==> src/rtl/oam_dma_pkg.sv <==
// oam_dma_pkg: shared OAM/DMA constants and the DMA engine state type.
package oam_dma_pkg;
    localparam logic [15:0] DMA_REG_ADDR = 16'hFF46;
    localparam logic [15:0] OAM_LOC      = 16'hFE00;
    localparam int          OAM_SIZE     = 160;
    typedef enum logic [2:0] {IDLE, START, RD, CAP, WR, GAP} DmaState;
endpackage

==> src/rtl/oam_dma_if.sv <==
// oam_dma_if: CPU data-bus responder port and the DMA bus-master port.
interface oam_db_if;
    logic [15:0] addr;
    logic [7:0]  wdata, rdata;
    logic        rd, wr, rdata_oe;
    modport slave(input addr, wdata, rd, wr, output rdata, rdata_oe);
    modport cpu(output addr, wdata, rd, wr, input rdata, rdata_oe);
endinterface

interface oam_dma_if;
    logic        req, gnt, rd, wr;
    logic [15:0] addr;
    logic [7:0]  wdata, rdata;
    modport master(output req, rd, wr, addr, wdata, input gnt, rdata);
    modport arb(input req, rd, wr, addr, wdata, output gnt, rdata);
endinterface

==> src/rtl/oam_dma.sv <==
// oam_dma: copies 160 bytes from {src,8'h00} into OAM when 0xFF46 is written,
// one byte per RD/CAP/WR/GAP sequence, stalling whenever the bus grant is low.
module oam_dma
    import oam_dma_pkg::*;
#(
    parameter int DMA_LEN     = OAM_SIZE,
    parameter int BYTE_CYCLES = 4
) (
    input  logic       clk,
    input  logic       reset,
    oam_db_if.slave    db,
    oam_dma_if.master  m,
    output logic       dma_active
);
    if (BYTE_CYCLES != 4) begin : g_cycles_check
        $error("oam_dma sequences exactly 4 clocks per byte");
    end

    DmaState    state_q, state_d;
    logic [7:0] src_q, idx_q, idx_d, byte_q, byte_d, rdata_q, eff_src;
    logic       oe_q, reg_wr, reg_rd, last;

    assign reg_wr  = db.wr && db.addr == DMA_REG_ADDR;
    assign reg_rd  = db.rd && db.addr == DMA_REG_ADDR;
    // 0xE000-0xFDFF echoes work RAM at 0xC000
    assign eff_src = src_q >= 8'hE0 ? src_q - 8'h20 : src_q;
    assign last    = idx_q == 8'(DMA_LEN - 1);

    assign db.rdata    = rdata_q;
    assign db.rdata_oe = oe_q;
    assign dma_active  = state_q != IDLE;

    always_ff @(posedge clk) begin
        if (reset) begin
            state_q <= IDLE;
            src_q   <= 8'hFF;
            idx_q   <= 8'h00;
            byte_q  <= 8'h00;
            rdata_q <= 8'h00;
            oe_q    <= 1'b0;
        end else begin
            state_q <= state_d;
            idx_q   <= idx_d;
            byte_q  <= byte_d;
            oe_q    <= reg_rd;
            if (reg_wr) src_q <= db.wdata;
            if (reg_rd) rdata_q <= src_q;
        end
    end

    always_comb begin
        state_d = state_q;
        idx_d   = idx_q;
        byte_d  = byte_q;
        m.req   = state_q != IDLE;
        m.rd    = 1'b0;
        m.wr    = 1'b0;
        m.addr  = 16'h0000;
        m.wdata = 8'h00;
        case (state_q)
            START: state_d = RD;
            RD: begin
                m.addr  = {eff_src, idx_q};
                m.rd    = m.gnt;
                state_d = m.gnt ? CAP : RD;
            end
            CAP: begin
                m.addr  = {eff_src, idx_q};
                byte_d  = m.gnt ? m.rdata : byte_q;
                state_d = m.gnt ? WR : CAP;
            end
            WR: begin
                m.addr  = {OAM_LOC[15:8], idx_q};
                m.wr    = m.gnt;
                m.wdata = byte_q;
                state_d = m.gnt ? GAP : WR;
            end
            GAP: begin
                state_d = !m.gnt ? GAP : last ? IDLE : RD;
                idx_d   = !m.gnt ? idx_q : last ? 8'h00 : idx_q + 8'h01;
            end
            default: ;
        endcase
        // a register write restarts from byte 0, dropping any byte in flight
        if (reg_wr) begin
            state_d = START;
            idx_d   = 8'h00;
        end
    end
endmodule
==> src/flat_wrapper.sv <==
// flat-port wrapper written by rule: the top's interface ports become plain ports
module oam_dma_flat import oam_dma_pkg::*;
#(
    parameter int DMA_LEN     = OAM_SIZE,
    parameter int BYTE_CYCLES = 4
)
  (clk, reset, dma_active, db_addr, db_wdata, db_rd, db_wr, db_rdata, db_rdata_oe, m_req, m_rd, m_wr, m_addr, m_wdata, m_gnt, m_rdata);
  oam_db_if db_i ();
  oam_dma_if m_i ();
  input  logic clk;
  input  logic reset;
  output logic dma_active;
  input wire logic [$bits(db_i.addr)-1:0] db_addr;
  input wire logic [$bits(db_i.wdata)-1:0] db_wdata;
  input wire logic [$bits(db_i.rd)-1:0] db_rd;
  input wire logic [$bits(db_i.wr)-1:0] db_wr;
  output wire logic [$bits(db_i.rdata)-1:0] db_rdata;
  output wire logic [$bits(db_i.rdata_oe)-1:0] db_rdata_oe;
  output wire logic [$bits(m_i.req)-1:0] m_req;
  output wire logic [$bits(m_i.rd)-1:0] m_rd;
  output wire logic [$bits(m_i.wr)-1:0] m_wr;
  output wire logic [$bits(m_i.addr)-1:0] m_addr;
  output wire logic [$bits(m_i.wdata)-1:0] m_wdata;
  input wire logic [$bits(m_i.gnt)-1:0] m_gnt;
  input wire logic [$bits(m_i.rdata)-1:0] m_rdata;
  assign db_i.addr = db_addr;
  assign db_i.wdata = db_wdata;
  assign db_i.rd = db_rd;
  assign db_i.wr = db_wr;
  assign db_rdata = db_i.rdata;
  assign db_rdata_oe = db_i.rdata_oe;
  assign m_req = m_i.req;
  assign m_rd = m_i.rd;
  assign m_wr = m_i.wr;
  assign m_addr = m_i.addr;
  assign m_wdata = m_i.wdata;
  assign m_i.gnt = m_gnt;
  assign m_i.rdata = m_rdata;
  oam_dma #(.DMA_LEN(DMA_LEN), .BYTE_CYCLES(BYTE_CYCLES)) u_core (.clk(clk), .reset(reset), .db(db_i), .m(m_i), .dma_active(dma_active));
endmodule
==> config.mk <==
export PLATFORM = sky130hd
export DESIGN_NAME = oam_dma_flat
export DESIGN_NICKNAME = d
export VERILOG_FILES = /design/src/rtl/oam_dma_pkg.sv /design/src/rtl/oam_dma_if.sv /design/src/rtl/oam_dma.sv /design/src/flat_wrapper.sv
export SDC_FILE = /design/constraint.sdc
export NUM_CORES = 1
export LEC_CHECK = 0
export ABC_AREA = 1
export BUFFER_PORTS_ARGS = -buffer_cell sky130_fd_sc_hd__buf_4
export CAP_MARGIN = 20
export CORE_MARGIN = 2
export CORE_UTILIZATION = 40
export DETAILED_ROUTE_END_ITERATION = 10
export GPL_ROUTABILITY_DRIVEN = 0
export PLACE_DENSITY = 0.68
export SYNTH_ARGS = -nofsm -noshare
export SYNTH_HDL_FRONTEND = slang
export SYNTH_SLANG_ARGS = --single-unit
==> constraint.sdc <==
create_clock -name clk -period 2.8 [get_ports clk]
set_input_delay 0.28 -clock clk [delete_from_list [all_inputs] [get_ports clk]]
set_output_delay 0.28 -clock clk [all_outputs]
set_load 0.03 [all_outputs]
-- Word-level counts from Yosys, hierarchy flattened
Cells that the tools add are included.
- equality and inequality tests: 7
- magnitude comparators: 1
- reduce and logical (&&, ||, !) cells: 9
- multiplexer cells: 13
- add/sub/neg operators: 2
- operators with widths (kind ; number):
    case mux 16 bit (2 select lines) ; 1
    2-to-1 mux 8 bit ; 3
    equality test 16 bit (second input constant) ; 1
    case mux 3 bit (5 select lines) ; 1
    adder 8 x 1 -> 8 bit (second input constant) ; 1
    equality test 8 bit (second input constant) ; 1
    >= comparator 8 bit (second input constant) ; 1
    subtractor 8 x 6 -> 8 bit (second input constant) ; 1
    equality test 3 x 2 -> 1 bit (second input constant) ; 2
    equality test 3 bit (second input constant) ; 2
    2-to-1 mux 3 bit ; 2
    nonzero test 6 bit ; 1
    2-to-1 mux 1 bit ; 5
    nonzero test 5 bit ; 1
    AND reduction 2 bit ; 2
    OR reduction 2 bit ; 2
    equality test 3 x 1 -> 1 bit (second input constant) ; 1
    nonzero test 3 bit ; 1
    logical AND 1 bit ; 2
    2-to-1 mux 2 bit ; 1
- register bits: 36
- bits of input ports: 37

-- Longest topological paths before layout
Gate-level depths: netlist of the first run.
- depth after elaboration: 5
- gate-level depth with buffers: 8
- depth with buffers taken out: 8

-- Worst setup path after synthesis of the first run
No wires, ideal clock.
- path type: reg2out
- start point: register u_core.src_q[5]
- end point: output m_addr[15]
- stages on the path, launching flop included: 6
- data arrival time: 1375 ps
- setup slack: 1145 ps
- path buffers: 0
- cells stage by stage: dfxtp_1 -> inv_1 -> ha_1 -> nand2_1 -> o21ai_0 -> o21ai_0
- word-level cells in the longest chain between the ends: 3
- elaborated cells on any way between the ends: 4
- RTL lines (what ; RTL line ; source):
    start: declaration ; oam_dma.sv:20 ; logic [7:0] src_q, idx_q, idx_d, byte_q, byte_d, rdata_q, eff_src;
    start signal: assignment ; oam_dma.sv:46 ; if (reg_wr) src_q <= db.wdata;
    subtractor 8 x 6 -> 8 bit or >= comparator 8 bit (tied branches) ; oam_dma.sv:26 ; assign eff_src = src_q >= 8'hE0 ? src_q - 8'h20 : src_q;
    2-to-1 mux 8 bit * ; oam_dma.sv:26 ;
    case mux 16 bit (2 select lines) * ; oam_dma.sv:60 ; case (state_q)
    end: declaration ; flat_wrapper.sv:22 ; output wire logic [$bits(m_i.addr)-1:0] m_addr;
Every way passes the cells marked *; elsewhere a longest branch is shown, timed or not.

-- Worst setup path after layout of the first run
- start point: register u_core.state_q[1]
- end point: output m_addr[15]
- word-level cells in the longest chain between the ends: 3
- elaborated cells on any way between the ends: 5
- RTL lines (what ; RTL line ; source):
    start: declaration ; oam_dma.sv:19 ; DmaState state_q, state_d;
    start signal: assignment ; oam_dma.sv:42 ; state_q <= state_d;
    equality test 3 x 2 -> 1 bit ; oam_dma.sv:60 ;
    OR reduction 2 bit (no source line) ; n/a ;
    case mux 16 bit (2 select lines) * ; oam_dma.sv:60 ;
Marks and branches as above.

==> flow_summary.ini, run 1 <==
[outcome]
status = complete, no violations

[die]
initial_core_util_pct = 41.28
rows = 25
dieArea_mm2 = 0.005415
die_h_um = 73.59
coreArea_mm2 = 0.004692
io_pins = 74
dieWidth_um = 73.59

[layout]
regArea_um2 = 720.7
diodes = 0
fillers = 486
drive_gt1_share_pct = 26.30
areaGrowthSynthToFinish_pct = 33.85
final_cell_area_mm2 = 0.002592
multi_input_area_um2 = 948.4
nNetsFinal = 403

[cts]
cts.sinks = 36
insertion_delay_ns = 0.29
cts_setup_buffers = 0
clock-root-buffer = clkbuf_8
clk_pin_slew_ns = 0.07
numCtsBuffers = 5
max-clock-path-buffers = 2
cts_tree = yes
cts_resized = 0
cts_hold_buf = 0
cts_htree_levels = 2

[worst_hold_path]
hold_path_class = primary input to register
worstHoldPathCells = 2

[synthesis]
async_flop_share_pct = 0
synthFlopType = dfxtp_1
synth_most_common_cell = nand2_1
synth.net_count = 332
synth_area_leaders = dfxtp_1 (37%), nand2_1 (11%), inv_1 (10%), nor2_1 (7.9%), nand4_1 (6.5%)
synth-edff-count = 0
synthTopCellsByCount = nand2_1 (56), inv_1 (53), nor2_1 (41), dfxtp_1 (36)
syn_inst = 293
syn-cell-area_mm2 = 0.001937
synth_top_area_cell = dfxtp_1
ys_ff_latch = 36
synth.distinct_cells = 25
ys_warn_count = 0
postSynthAreaPerCell_um2 = 6.610
synth_top_area_share_pct = 37.21
ys_seq_area_share_pct = 37.21

[worst_setup_path]
r2r_cells = 8
critPathMaxFanout = 16
end_kind = output port
critPathLaunchType = register
arrival_ns = 1.75
worstSetupPathType = register to output port
worstPathRequired_ns = 2.52

[power_and_ir_drop]
p_sw_uw = 218.7
internal_power_uw = 750.3
p_clk_share_pct = 40.0
seqPwrFrac_pct = 52.8
p_leak_nw = 1.249
sw_frac_of_total_pct = 22.57
power_density_mw_per_mm2 = 373.8
max-vdd-ir-drop_v = 0.0002321
combPwrFrac_pct = 7.2

[flow_run]
cap_viol_max_count = 0

[sta]
setup_violations = 0
period_needed_ns = 2.032
fin_skew_ns = 0.006016
hold_viol_final = 0
hold_ws_ns = 0.1717
setup_tns_ns = 0
rsz0062_at_grt = no
slew_viol_final = 0
finalCritPeriodShare_pct = 72.56
max_slew.worst_pin.slew_ns = 0.8122
max_freq_mhz = 492.2
max_slew_margin_pct = 45.79

[detailed_routing]
routedWlPerCell_um = 11.20
route.detailed.drc = 0
drt-vias-per-instance = 4.766
routed_wl_um = 4693
drtIter0Drc = 87
drtPass1Iterations = 4
antenna_left = 0
dr_total_vias = 1997

[grt]
grt_max_degree = 27
use_met3_pct = 4.527
grtUsageMet1_pct = 23.14
overflow = 0
grt_use_met2_pct = 30.65
grt_usage_pct = 18.38
grt_pass1_vias = 1779
antenna_found_initial = 0
grt_busiest_layer = met2
grt_pass1_wl_um = 7803

[placement]
place_area_mm2 = 0.002499
port_buffers = 73
hpwl_um = 3557
[through the flow]
| step | std cells | worst slack [ns] | util [%] | total power, mW |
|---|---|---|---|---|
| 2_1_floorplan | 293 | 1.145 | - | 0.5471 |
| 4_1_cts | 419 | 0.7766 | 55.25 | 0.9856 |
| 5_1_grt | 419 | 0.6021 | 55.25 | 1.009 |
| 3_3_place_gp | 411 | 1.177 | 53.25 | 0.5924 |
| 3_5_place_dp | 411 | 1.120 | 53.25 | 0.5934 |
| 6_report | 419 | 0.7683 | 55.25 | 0.9690 |
[routing by layer]
metal  up-vias  wire (µm)
met4         0         61
met2        58       2201
met1       865       2148
li1       1068          -
met5         -          0
met3         6        280
[layout make-up]
| cell class | count | share of cell area [%] |
|---|---|---|
| inverter | 57 | 8.253 |
| multi-input combinational | 191 | 36.58 |
| timing repair buffer | 73 | 21.14 |
| clock buffer | 7 | 3.330 |
| tap | 54 | 2.606 |
| sequential | 36 | 27.80 |
| clock inverter | 1 | 0.2896 |
[placed cells by master (no fill, tap or decap), drive strengths merged]
| master | synthesis | layout |
|---|---|---|
| o21ai | 18 | 18 |
| clkinvlp | 0 | 1 |
| nand3 | 22 | 22 |
| nand4 | 20 | 20 |
| nor2 | 46 | 46 |
| a21oi | 16 | 16 |
| clkbuf | 3 | 7 |
| or2 | 1 | 1 |
| buf | 6 | 73 |
| nand2 | 60 | 60 |
| inv | 57 | 57 |
| dfxtp | 36 | 36 |
| ha | 2 | 2 |
| xor2 | 3 | 3 |
| nand3b | 2 | 2 |
| nor3 | 1 | 1 |
[path summary, 6_finish.rpt]
check,slack [ns],from,to
min reg2reg,0.46,u_core.byte_q[4]$_SDFFE_PP0P_,u_core.byte_q[4]$_SDFFE_PP0P_
max reg2reg,1.39,u_core.idx_q[1]$_SDFFE_PP0P_,u_core.idx_q[3]$_SDFFE_PP0P_
min,0.17,reset,u_core.db.rdata_oe$_SDFF_PP0_
max,0.77,u_core.state_q[1]$_SDFFE_PP0P_,m_addr[15]
[registers in the layout, summed over array words and instances (netlist names)]
name	flops
u_core.byte_q	8
u_core.db.rdata	8
u_core.idx_q	8
u_core.src_q	8
u_core.state_q	3
u_core.db.rdata_oe	1
[cells by family (layout without fill, tap and decap cells)]
kind of cell | Yosys count | after routing | synth area share, %
and+or+nand+nor | 152 | 152 | 37.53
xor gates and xnor gates | 3 | 3 | 1.357
AOI/OAI and AO/OA | 34 | 34 | 8.785
DFF | 36 | 36 | 37.21
buffers and inverters | 66 | 138 | 13.82
adders and majority gates | 2 | 2 | 1.292
[power by group through the flow]
stage	logic [mW]	clock network (mW)	registers, mW
CTS	0.0700	0.404	0.511
finish	0.0695	0.388	0.512
floorplan	0.0236	0	0.523
global route	0.0768	0.421	0.511
global placement	0.0689	0	0.523
detailed placement	0.0699	0	0.523
[worst max-delay path, cell delays in order (launching register included)]
cell	delay, ns
dfxtp_1	0.38
inv_1	0.09
nand2_1	0.14
nor2_1	0.08
inv_1	0.36
o21ai_0	0.20
buf_4	0.21
(Power assumes the default switching activity.)
==> run 2, diff against run 1 <==
- clock period: 2.8 -> 2.05 ns (I/O delays scaled with it)
==> flow_summary.ini, run 2 (synthesis results as in run 1) <==
[sta]
hold_viol_final = 0
setup_violations = 0
period_needed_ns = 1.804
max_slew_margin_pct = 68.11
fin_skew_ns = 0.004477
max_slew.worst_pin.slew_ns = 0.4773
hold_ws_ns = 0.07667
finalCritPeriodShare_pct = 88.01
max_freq_mhz = 554.2
final_critical_path_setup_slack_ns = 0.2457
setup_tns_ns = 0
rsz0062_at_grt = no
slew_viol_final = 0

[cts]
insertion_delay_ns = 0.30
cts_setup_buffers = 0
cts_htree_levels = 2
max-clock-path-buffers = 2
cts_tree = yes
clock-root-buffer = clkbuf_8
numCtsBuffers = 5
clk_pin_slew_ns = 0.07
cts.sinks = 36

[placement]
dp_cells = 413
port_buffers = 73
hpwl_um = 3580
place_ws_ns = 0.3975
place_area_mm2 = 0.002514

[outcome]
status = complete, no violations

[power_and_ir_drop]
p_clk_share_pct = 44.2
seqPwrFrac_pct = 49.0
internal_power_mw = 1.112
power_density_mw_per_mm2 = 542.6
sw_frac_of_total_pct = 21.91
combPwrFrac_pct = 6.7
total_power_mw = 1.424
p_sw_uw = 312.1
p_leak_nw = 1.270
max-vdd-ir-drop_v = 0.0004359

[die]
coreArea_mm2 = 0.004692
dieWidth_um = 73.59
die_h_um = 73.59
rows = 25
initial_core_util_pct = 41.28
io_pins = 74
dieArea_mm2 = 0.005415

[worst_setup_path]
path_cells = inv_1 > nand2_1 > nor2_1 > inv_2 > o21ai_0 > buf_4
end_kind = output port
critPathLaunchType = register
path_buf_inv = 3
arrival_ns = 1.60
critPathMaxFanout = 16
cpMaxStageDelayCell = dfxtp_1
worstPathRequired_ns = 1.85
worstSetupPathType = register to output port
slowest_delay_ns = 0.38
critPathTopFamily = buffers and inverters

[grt]
antenna_found_initial = 0
grt_pass1_vias = 1834
grt_max_degree = 19
overflow = 0
grt_pass1_wl_um = 7831
grt_usage_pct = 18.71

[detailed_routing]
dr_total_vias = 2017
routed_wl_um = 4703
route.detailed.drc = 0
drt-vias-per-instance = 4.791
antenna_left = 0
drtPass1Iterations = 4
routedWlPerCell_um = 11.17
drtIter0Drc = 79

[layout]
finish.utilization_pct = 55.95
final_cell_mix = buf_4 (75), nand2_1 (56), inv_1 (52)
final_cell_area_mm2 = 0.002625
final_common_cell = buf_4
nNetsFinal = 405
diodes = 0
finalNonFillerCells = 421
areaGrowthSynthToFinish_pct = 35.53
fillers = 483
drive_gt1_share_pct = 27.25
regArea_um2 = 720.7
multi_input_area_um2 = 948.4

[worst_hold_path]
hold_path_class = primary input to register

[flow_run]
cap_viol_max_count = 0
-- run 2: cell count changes in the layout (fill, tap and decap cells not counted), sizes merged --
cell    previous run  this run
buf               73        75
bufinv             0         1
clkbuf             7         5
clkinv             0         1
-- run 2: path summary, 6_finish.rpt --
path         slack, ns                              to  cells after the start                      startpoint
max               0.25                      m_addr[12]                      6  u_core.state_q[1]$_SDFFE_PP0P_
min reg2reg       0.46   u_core.byte_q[7]$_SDFFE_PP0P_                      2   u_core.byte_q[7]$_SDFFE_PP0P_
max reg2reg       0.66    u_core.idx_q[5]$_SDFFE_PP0P_                      8    u_core.idx_q[1]$_SDFFE_PP0P_
min               0.08  u_core.state_q[0]$_SDFFE_PP0P_                      2                           reset
-- run 2: per-layer routing --
layer / track usage, % / up-vias / wire [µm]
met3: 5.075 / 10 / 286
met5: 0 / - / 0
li1: - / 1067 / -
met4: 8.283 / 0 / 102
met1: 23.06 / 884 / 2083
met2: 30.46 / 56 / 2231
-- run 2: cell type report --
type	instances	area share, %
clock inverter	3	1.621
multi-input combinational	191	36.13
inverter	57	8.151
timing repair buffer	75	21.45
tap	54	2.574
sequential	36	27.45
clock buffer	5	2.622
-- run 2: what timing repair did --
action,CTS,global route
gates resized for setup,0,1
hold buffers,0,0
setup endpoints to repair,0,6
-- run 2: worst reg2reg max path: stages, from the launching register on --
cell and delay [ns]:
dfxtp_1 0.37, ha_1 0.17, nand2_1 0.09, nor2_1 0.14
inv_1 0.07, nor2_1 0.23, nand2_1 0.08, nand3_1 0.10
nor2_1 0.05
-- run 2: power groups by stage --
stage               clock network, mW  logic (mW)  registers (mW)
global route                    0.667       0.107           0.698
global placement                    0      0.0956           0.715
detailed placement                  0      0.0963           0.715
floorplan                           0      0.0322           0.715
CTS                             0.641      0.0964           0.699
finish                          0.630      0.0959           0.699
